### config.mk
export PLATFORM = sky130hd
export DESIGN_NAME = div_32
export DESIGN_NICKNAME = d
export VERILOG_FILES = /design/src/rtl/div_32.sv
export SDC_FILE = /design/constraint.sdc
export NUM_CORES = 1
export LEC_CHECK = 0
export CORE_ASPECT_RATIO = 1.75
export CORE_MARGIN = 10
export CORE_UTILIZATION = 45
export DETAILED_ROUTE_END_ITERATION = 10
export GPL_ROUTABILITY_DRIVEN = 1
export PLACE_DENSITY = 0.71
export SLEW_MARGIN = 20
export SYNTH_ARGS = -nofsm -noshare
export SYNTH_HDL_FRONTEND = slang
export SYNTH_SLANG_ARGS = --single-unit
### constraint.sdc
create_clock -name clk -period 8.56 [get_ports clk]
set_input_delay 2.568 -clock clk [delete_from_list [all_inputs] [get_ports clk]]
set_output_delay 2.568 -clock clk [all_outputs]
set_load 0.03 [all_outputs]
### src/rtl/div_32.sv
// div_32 -- iterative radix-2 restoring divider, one quotient bit per clock.
// start/busy/done handshake; Q, R and div_by_zero hold until the next accepted start.
// Optional build macro DIV_SIGNED_EN: two's complement operands, with quotient
// truncated toward zero and remainder taking the sign of the dividend.
module div_32 #(
  parameter int unsigned WIDTH = 32
) (
  input  logic             clk,
  input  logic             rst,
  input  logic             start,
  input  logic [WIDTH-1:0] A,
  input  logic [WIDTH-1:0] B,
  output logic [WIDTH-1:0] Q,
  output logic [WIDTH-1:0] R,
  output logic             busy,
  output logic             done,
  output logic             div_by_zero
);

  localparam int unsigned CW = $clog2(WIDTH);

  typedef enum logic [1:0] {
    ST_IDLE = 2'd0,
    ST_RUN  = 2'd1,
    ST_DONE = 2'd2
  } state_t;

  state_t           state;
  logic [CW-1:0]    cnt;
  logic [WIDTH-1:0] rem;   // partial remainder
  logic [WIDTH-1:0] quo;   // dividend bits shift out of the top, quotient bits enter at the bottom
  logic [WIDTH-1:0] dvs;   // divisor (magnitude in the signed build)

  logic [WIDTH:0]   rem_sh;
  logic [WIDTH:0]   trial;
  logic [WIDTH-1:0] rem_nx;
  logic [WIDTH-1:0] quo_nx;
  logic [WIDTH-1:0] a_mag;
  logic [WIDTH-1:0] b_mag;
  logic [WIDTH-1:0] q_fin;
  logic [WIDTH-1:0] r_fin;

`ifdef DIV_SIGNED_EN
  logic neg_q;
  logic neg_r;

  // Operand magnitudes, and sign fix-up of the final unsigned result
  always_comb begin
    a_mag = A[WIDTH-1] ? (~A + 1'b1) : A;
    b_mag = B[WIDTH-1] ? (~B + 1'b1) : B;
    q_fin = neg_q ? (~quo_nx + 1'b1) : quo_nx;
    r_fin = neg_r ? (~rem_nx + 1'b1) : rem_nx;
  end
`else
  // Unsigned build: operands and results pass straight through
  always_comb begin
    a_mag = A;
    b_mag = B;
    q_fin = quo_nx;
    r_fin = rem_nx;
  end
`endif

  // One restoring step: rem < dvs always holds, so the WIDTH+1-bit trial's
  // top bit is its sign and a restored remainder always fits in WIDTH bits.
  always_comb begin
    rem_sh = {rem, quo[WIDTH-1]};
    trial  = rem_sh - {1'b0, dvs};
    if (!trial[WIDTH]) begin
      rem_nx = trial[WIDTH-1:0];
    end else begin
      rem_nx = rem_sh[WIDTH-1:0];
    end
    quo_nx = {quo[WIDTH-2:0], ~trial[WIDTH]};
  end

  // Control FSM with registered handshake outputs and result registers
  always_ff @(posedge clk or posedge rst) begin
    if (rst) begin
      state       <= ST_IDLE;
      cnt         <= '0;
      rem         <= '0;
      quo         <= '0;
      dvs         <= '0;
      Q           <= '0;
      R           <= '0;
      busy        <= 1'b0;
      done        <= 1'b0;
      div_by_zero <= 1'b0;
`ifdef DIV_SIGNED_EN
      neg_q       <= 1'b0;
      neg_r       <= 1'b0;
`endif
    end else begin
      case (state)
        ST_IDLE: begin
          if (start) begin
            busy <= 1'b1;
            if (B == '0) begin
              state       <= ST_DONE;
              done        <= 1'b1;
              Q           <= '1;
              R           <= A;
              div_by_zero <= 1'b1;
            end else begin
              state       <= ST_RUN;
              rem         <= '0;
              cnt         <= '0;
              quo         <= a_mag;
              dvs         <= b_mag;
              div_by_zero <= 1'b0;
`ifdef DIV_SIGNED_EN
              neg_q       <= A[WIDTH-1] ^ B[WIDTH-1];
              neg_r       <= A[WIDTH-1];
`endif
            end
          end
        end
        ST_RUN: begin
          rem <= rem_nx;
          quo <= quo_nx;
          cnt <= cnt + CW'(1);
          if (cnt == CW'(WIDTH - 1)) begin
            state <= ST_DONE;
            done  <= 1'b1;
            Q     <= q_fin;
            R     <= r_fin;
          end
        end
        ST_DONE: begin
          state <= ST_IDLE;
          busy  <= 1'b0;
          done  <= 1'b0;
        end
        default: begin
          state <= ST_IDLE;
          busy  <= 1'b0;
          done  <= 1'b0;
        end
      endcase
    end
  end

endmodule

==> run_results.csv, run 1 <==
group,metric,value,unit
status,status,"finished clean",
clock_tree,cts_tree,"yes",
synthesis,syn_nets,1053,
setup_path,worstSetupEndpointType,"flip-flop",
power_and_ir_drop,sw_frac_of_total,0.462,
cells_and_area,diodes,0,
sta,rsz0062_at_grt,"no",
cells_and_area,nFillCells,1737,
clock_tree,postCtsHoldBufs,0,
power_and_ir_drop,power_frac_clock,0.141,
power_and_ir_drop,ir_drop,0.244,mV
clock_tree,cts_setup_buffers,0,
synthesis,yosysTopAreaCell,"dfrtp_1",
sta,hold_slack,493,ps
sta,setup-tns-final,0,ps
clock_tree,cts_buffer_depth,2,
setup_path,worstPathMaxFanout,33,
sta,slew_viol_final,0,
clock_tree,ctsResizeCount,0,
synthesis,async_reset_ff_frac,1.00,
clock_tree,clk_latency,420,ps
cells_and_area,area_growth,23.1,%
placed_design,dp_slack,2240,ps
sta,slew_headroom,0.297,
setup_path,cp-start-kind,"primary input",
grt,grt_max_degree,91,
grt,met3_usage,0.0337,
power_and_ir_drop,combPwrFrac,0.600,
power_and_ir_drop,power_leakage,4.82,nW
cells_and_area,nets,1155,
clock_tree,cts.sinks,170,
grt,grt_antenna_before_repair,0,
power_and_ir_drop,p_per_area,498,nW/um^2
grt,grt-ovfl-total,0,
setup_path,r2r-end,"R[21]",
detailed_routing,firstDrtPassIters,5,
detailed_routing,dr.first_iter.drc_count,667,
setup_path,crit_buf_inv,3,
synthesis,synth_mux_area_frac,0.0637,
power_and_ir_drop,p_int,2.96,mW
cells_and_area,final_cells,1310,
cells_and_area,fin_util,0.562,
setup_path,path_cells,"clkdlybuf4s50_1, nor4_1, nand4_1, nor2_1, or3b_2, buf_4, nor2_4, buf_16, nand2_1, o21ai_0",
grt,use_met1,0.215,
clock_tree,cts_buffers,17,
grt,grt.total_usage,0.182,
die,die_w,127,um
detailed_routing,drc_errors,0,
placed_design,io_buffer_count,133,
setup_path,critical-path-top-delay-family,"simple AND/OR/NAND/NOR gates",
die,start_util,0.457,
sta,min_period,5640,ps
die,design.die.area,26200,um^2
synthesis,netlist_instances,951,
synthesis,synth_top_family_by_area,"compound AO/OA/AOI/OAI gates",
placed_design,gp_congestion,0.916,
sta,skew,11.6,ps
power_and_ir_drop,power.total,5.50,mW
placed_design,placedCellCount,1279,
setup_path,arrival,5940,ps
synthesis,synth-xor-area-share,0.0302,
synthesis,synth_edf_count,0,
clock_tree,h-tree-depth,4,
die,std_cell_rows,68,
power_and_ir_drop,p_sw,2.54,mW
setup_path,critPathKind,"primary input to flip-flop",
detailed_routing,via_per_inst,5.53,
synthesis,ys_ff_latch,170,
grt,grt_pass1_vias,7443,
hold_path,min_path_type,"flip-flop to flip-flop",
detailed_routing,wl,23700,um
power_and_ir_drop,p_seq_frac,0.260,
setup_path,ff2ff_setup_slack,4750,ps
sta,clock.fmax,0.177,GHz
synthesis,yosysSeqAreaShare,0.474,
synthesis,syn_area_per_cell,9.44,um^2
die,die_y,207,um
grt,grt_use_met2,0.321,
synthesis,synthTopCellsByArea,"dfrtp_1 (47%), mux2i_1 (6.2%), nand2_1 (6.0%), o21ai_0 (5.1%), ha_1 (4.7%)",
hold_path,min_delay_path_depth,1,
grt,grt_busiest_layer,"met2",
synthesis,synth_flop_cell,"dfrtp_1",
clock_tree,cts-root-buf,"clkbuf_16",
setup_path,r2r_start,"quo[31]",
sta,fin_ws,2920,ps
synthesis,syn-cell-area,8980,um^2
cells_and_area,multiInputGateArea,4300,um^2
synthesis,ys_types,59,
detailed_routing,vias,7243,
placed_design,dp_hpwl,17700,um
setup_path,reg2regPathDepth,14,
detailed_routing,avgRoutedWirePerCell,18.1,um
cells_and_area,seq_area,4250,um^2
run,maxCapViolations,0,
grt,grt_pass1_wl,38800,um
placed_design,place_area,10500,um^2
hold_path,hold_path_end,"R[15]",
clock_tree,path_clk_slew,60,ps
sta,setup_viol,0,
setup_path,cpMaxStageDelayCell,"nor4_1",
sta,worst_pin_slew,1050,ps
setup_path,cpPeakStageDelay,650,ps
synthesis,synth_simple_gate_area_frac,0.117,
sta,post-route-period-util,0.659,
synthesis,ys_warn_count,0,
die,design.core.area,19700,um^2
detailed_routing,antenna_left,0,
setup_path,worst_ep_required_time,8850,ps
hold_path,hold_start,"R[15]",
cells_and_area,final_area,11000,um^2
synthesis,synth_compound_area_frac,0.217,
synthesis,synth_fa_ha_area_frac,0.0496,
cells_and_area,drive_gt1_frac,0.0526,
synthesis,synth_top_cell_area_share,0.474,
die,io-pin-count,134,
sta,hold_violations,0,
[registers in the layout (all words and copies together) (netlist names)]
signal,flops
Q,32
R,32
dvs,32
quo,32
rem,32
cnt,5
state,2
busy,1
div_by_zero,1
done,1
[cell usage in the layout, fill, tap and decap left out, types with 30 or more instances in the layout]
cell type | synthesis | routed
dfrtp_1 | 170 | 170
nand2_1 | 143 | 143
clkdlybuf4s50_1 | 0 | 133
o21ai_0 | 91 | 91
a21oi_1 | 66 | 66
mux2i_1 | 56 | 56
inv_1 | 43 | 42
o21ai_1 | 39 | 39
ha_1 | 34 | 34
o22a_1 | 31 | 31
nor2_1 | 32 | 30
[cell type report]
type | instances | area share
clock inverter | 12 | 0.0129
tap | 245 | 0.0277
clock buffer | 19 | 0.0410
timing repair buffer | 142 | 0.128
inverter | 44 | 0.0155
multi-input combinational | 678 | 0.389
sequential | 170 | 0.385
[power groups by stage]
stage               clock (mW)  combinational (mW)  sequential [mW]
finish                   0.773                3.30             1.43
global placement             0                3.21             1.43
floorplan                    0                2.27             1.59
detailed placement           0                3.28             1.44
global route             0.825                3.65             1.47
CTS                      0.791                3.30             1.43
[cells by family (layout without fill, tap and decap cells)]
group / Yosys count / after routing
AO/OA/AOI/OAI: 314 / 314
XOR/XNOR: 31 / 31
adder cells (fa/ha/maj): 35 / 35
buffers and inverters: 103 / 217
flip-flops: 170 / 170
multiplexers: 57 / 57
AND/OR/NAND/NOR: 241 / 241
[how the worst max path moves through the flow]
stage | cells after the start | slack (ps) | endpoint | startpoint
final | 10 | 2920 | dvs[28] | B[0]
after global routing | 11 | 2600 | R[29] | B[0]
after CTS | 11 | 2680 | R[27] | B[0]
after detailed placement | 11 | 2240 | R[27] | B[0]
after global placement | 11 | 2310 | R[27] | B[0]
after floorplan | 1 | 1390 | Q[0] | rst
[cells in the mapped netlist (3+ instances only)]
cell type / count
o21a_1: 24
nor2b_1: 4
xor2_1: 13
mux2i_1: 56
a31oi_1: 9
o22ai_1: 3
o21bai_1: 4
a21o_1: 11
a211oi_1: 7
nand3_1: 20
xnor2_1: 18
o21ai_0: 91
o211ai_1: 7
or3_1: 3
a21oi_1: 66
buf_2: 9
dfrtp_1: 170
o22a_1: 31
nand2_1: 143
o21ai_1: 39
ha_1: 34
nand4_1: 7
clkbuf_1: 46
inv_1: 43
nor3_1: 8
nand2b_1: 6
nor4_1: 9
nor2_1: 32
[per-layer routing]
metal | routed length (um) | up-vias
li1 | - | 3568
met1 | 9940 | 3493
met2 | 12300 | 157
met3 | 915 | 25
met4 | 504 | 0
met5 | 0 | -
(Power assumes the default switching activity.)
==> inputs of run 2 (changes only) <==
--- a/config.mk
+++ b/config.mk
@@ -10,7 +10,7 @@
 export CORE_UTILIZATION = 45
 export DETAILED_ROUTE_END_ITERATION = 10
 export GPL_ROUTABILITY_DRIVEN = 1
-export PLACE_DENSITY = 0.71
+export PLACE_DENSITY = 0.74
 export SLEW_MARGIN = 20
 export SYNTH_ARGS = -nofsm -noshare
 export SYNTH_HDL_FRONTEND = slang
==> constraint.sdc (replaced) <==
create_clock -name clk -period 4.6 [get_ports clk]
set_input_delay 1.38 -clock clk [delete_from_list [all_inputs] [get_ports clk]]
set_output_delay 1.38 -clock clk [all_outputs]
set_load 0.03 [all_outputs]
==> run 2 against run 1 <==
Against the previous run: global-route usage increased by 0.24 points; die area stayed put; via count rose by 3.2%; worst setup slack worse by 2200 ps; core utilization is 0.78 points higher; critical path depth rose by 4; highest routed layer unchanged; largest cell class unchanged; clock power up 95%; largest power group unchanged; sequential share of layout area decreased by 0.53 points; power increased by 89%; non-clock buffer count grew 9.
==> run_results.csv, run 2 (synthesized netlist as in run 1, its figures left out) <==
group,metric,value,unit
sta,clock.fmax,0.257,GHz
clock_tree,cts.sinks,170,
setup_path,cpMaxStageDelayCell,"dfrtp_1",
sta,hold_violations,0,
detailed_routing,dr.first_iter.drc_count,618,
clock_tree,cts-root-buf,"clkbuf_16",
setup_path,worstSetupEndpointType,"flip-flop",
clock_tree,cts_tree,"yes",
detailed_routing,via_per_inst,5.65,
placed_design,io_buffer_count,133,
power_and_ir_drop,p_per_area,928,nW/um^2
die,design.die.area,26200,um^2
cells_and_area,nFillCells,1676,
setup_path,worst_ep_required_time,4910,ps
cells_and_area,nets,1164,
setup_path,critPathKind,"flip-flop to flip-flop",
clock_tree,ctsResizeCount,0,
power_and_ir_drop,ir_drop,0.539,mV
clock_tree,h-tree-depth,4,
die,std_cell_rows,68,
clock_tree,clk_latency,420,ps
grt,grt_use_met2,0.318,
sta,skew,5.63,ps
sta,rsz0062_at_grt,"no",
cells_and_area,seq_area,4250,um^2
detailed_routing,avgRoutedWirePerCell,18.3,um
cells_and_area,area_growth,24.8,%
cells_and_area,layout_common_cells,"dfrtp_1 (170), nand2_1 (143), clkdlybuf4s50_1 (133), o21ai_0 (91), a21oi_1 (66)",
setup_path,cpPeakStageDelay,440,ps
cells_and_area,layout_commonest_cell,"dfrtp_1",
placed_design,gp_congestion,0.914,
grt,grt_pass1_vias,7508,
cells_and_area,drive_gt1_frac,0.0614,
grt,grt_antenna_before_repair,2,
sta,setup-tns-final,0,ps
setup_path,reg2regPathDepth,14,
hold_path,min_path_type,"flip-flop to flip-flop",
grt,grt_max_degree,75,
clock_tree,cts_buffers,17,
die,die_y,207,um
clock_tree,postCtsHoldBufs,0,
run,maxCapViolations,0,
sta,slew_viol_final,0,
clock_tree,path_clk_slew,70,ps
grt,grt.total_usage,0.184,
die,die_w,127,um
status,status,"finished clean",
sta,post-route-period-util,0.845,
grt,grt-ovfl-total,0,
cells_and_area,multiInputGateArea,4300,um^2
setup_path,worstPathMaxFanout,31,
setup_path,path_common_cell,"inv_1",
clock_tree,cts_buffer_depth,2,
grt,grt_pass1_wl,39400,um
grt,grt_busiest_layer,"met2",
setup_path,path_cells,"inv_1, ha_1, inv_1, fa_1, a211oi_2, o211ai_2, a31oi_4, a31oi_2, a211oi_1, a211o_1, buf_4, mux2i_1, o21ai_1, o21a_1",
cells_and_area,fin_util,0.570,
detailed_routing,firstDrtPassIters,5,
placed_design,dp_hpwl,18300,um
sta,min_period,3890,ps
grt,met3_usage,0.0350,
sta,slew_headroom,0.335,
die,start_util,0.457,
die,io-pin-count,134,
clock_tree,cts_setup_buffers,0,
sta,worst_pin_slew,998,ps
hold_path,min_delay_path_depth,1,
detailed_routing,antenna_left,0,
die,design.core.area,19700,um^2
setup_path,cp-start-kind,"flip-flop",
setup_path,arrival,4200,ps
power_and_ir_drop,power_leakage,4.90,nW
sta,setup_viol,0,
detailed_routing,wl,24200,um
grt,use_met1,0.215,
detailed_routing,vias,7472,
detailed_routing,drc_errors,0,
-- run 2: changes by cell type in the layout (fill, tap and decap cells not counted), sizes merged --
| cell | before | now |
|---|---|---|
| clkbuf | 19 | 20 |
| buf | 9 | 18 |
| bufinv | 2 | 3 |
| diode | 0 | 2 |
| clkinvlp | 4 | 3 |
-- run 2: stage by stage --
stage	cell area, um^2	setup WS (ps)	power, mW	std cells	hold WS (ps)
global route	11200	508	11.2	1322	517
floorplan	8980	1050	7.19	951	448
detailed placement	10500	482	8.83	1287	479
global placement	10500	534	8.65	1287	466
CTS	11200	722	10.4	1319	495
finish	11200	714	10.4	1322	490
-- run 2: worst paths after layout --
path,startpoint,endpoint,slack (ps)
min in group asynchronous,rst,Q[23],1400
hold / removal,R[10],R[10],490
setup reg to reg,quo[31],R[9],710
hold reg to reg,R[10],R[10],490
setup / recovery,quo[31],R[9],710
max in group asynchronous,rst,quo[8],2480
-- run 2: final cells by class --
type,instances,area share
sequential,170,0.380
timing repair buffer,151,0.137
tap,245,0.0274
inverter,44,0.0151
antenna,2,0.000447
clock buffer,20,0.0417
multi-input combinational,678,0.384
clock inverter,12,0.0145
-- run 2: metal layers --
metal	vias up	wire length, um
li1	3594	-
met1	3604	9670
met2	221	12300
met3	53	1260
met4	0	895
met5	-	0
-- run 2: power breakdown --
group	leakage, nW	internal (mW)	total, mW	switching (mW)
registers	2.04	2.21	2.66	0.454
logic	2.56	2.50	6.22	3.72
clock network	0.303	0.904	1.51	0.609
total	4.90	5.61	10.4	4.79
-- run 2: critical path, delay by kind of cell, from the launching register on --
family,cells,cell delay (ps)
muxes,1,380
AOI/OAI and AO/OA,8,1750
adders and majority gates,2,610
buffers and inverters,3,560
DFF,1,440
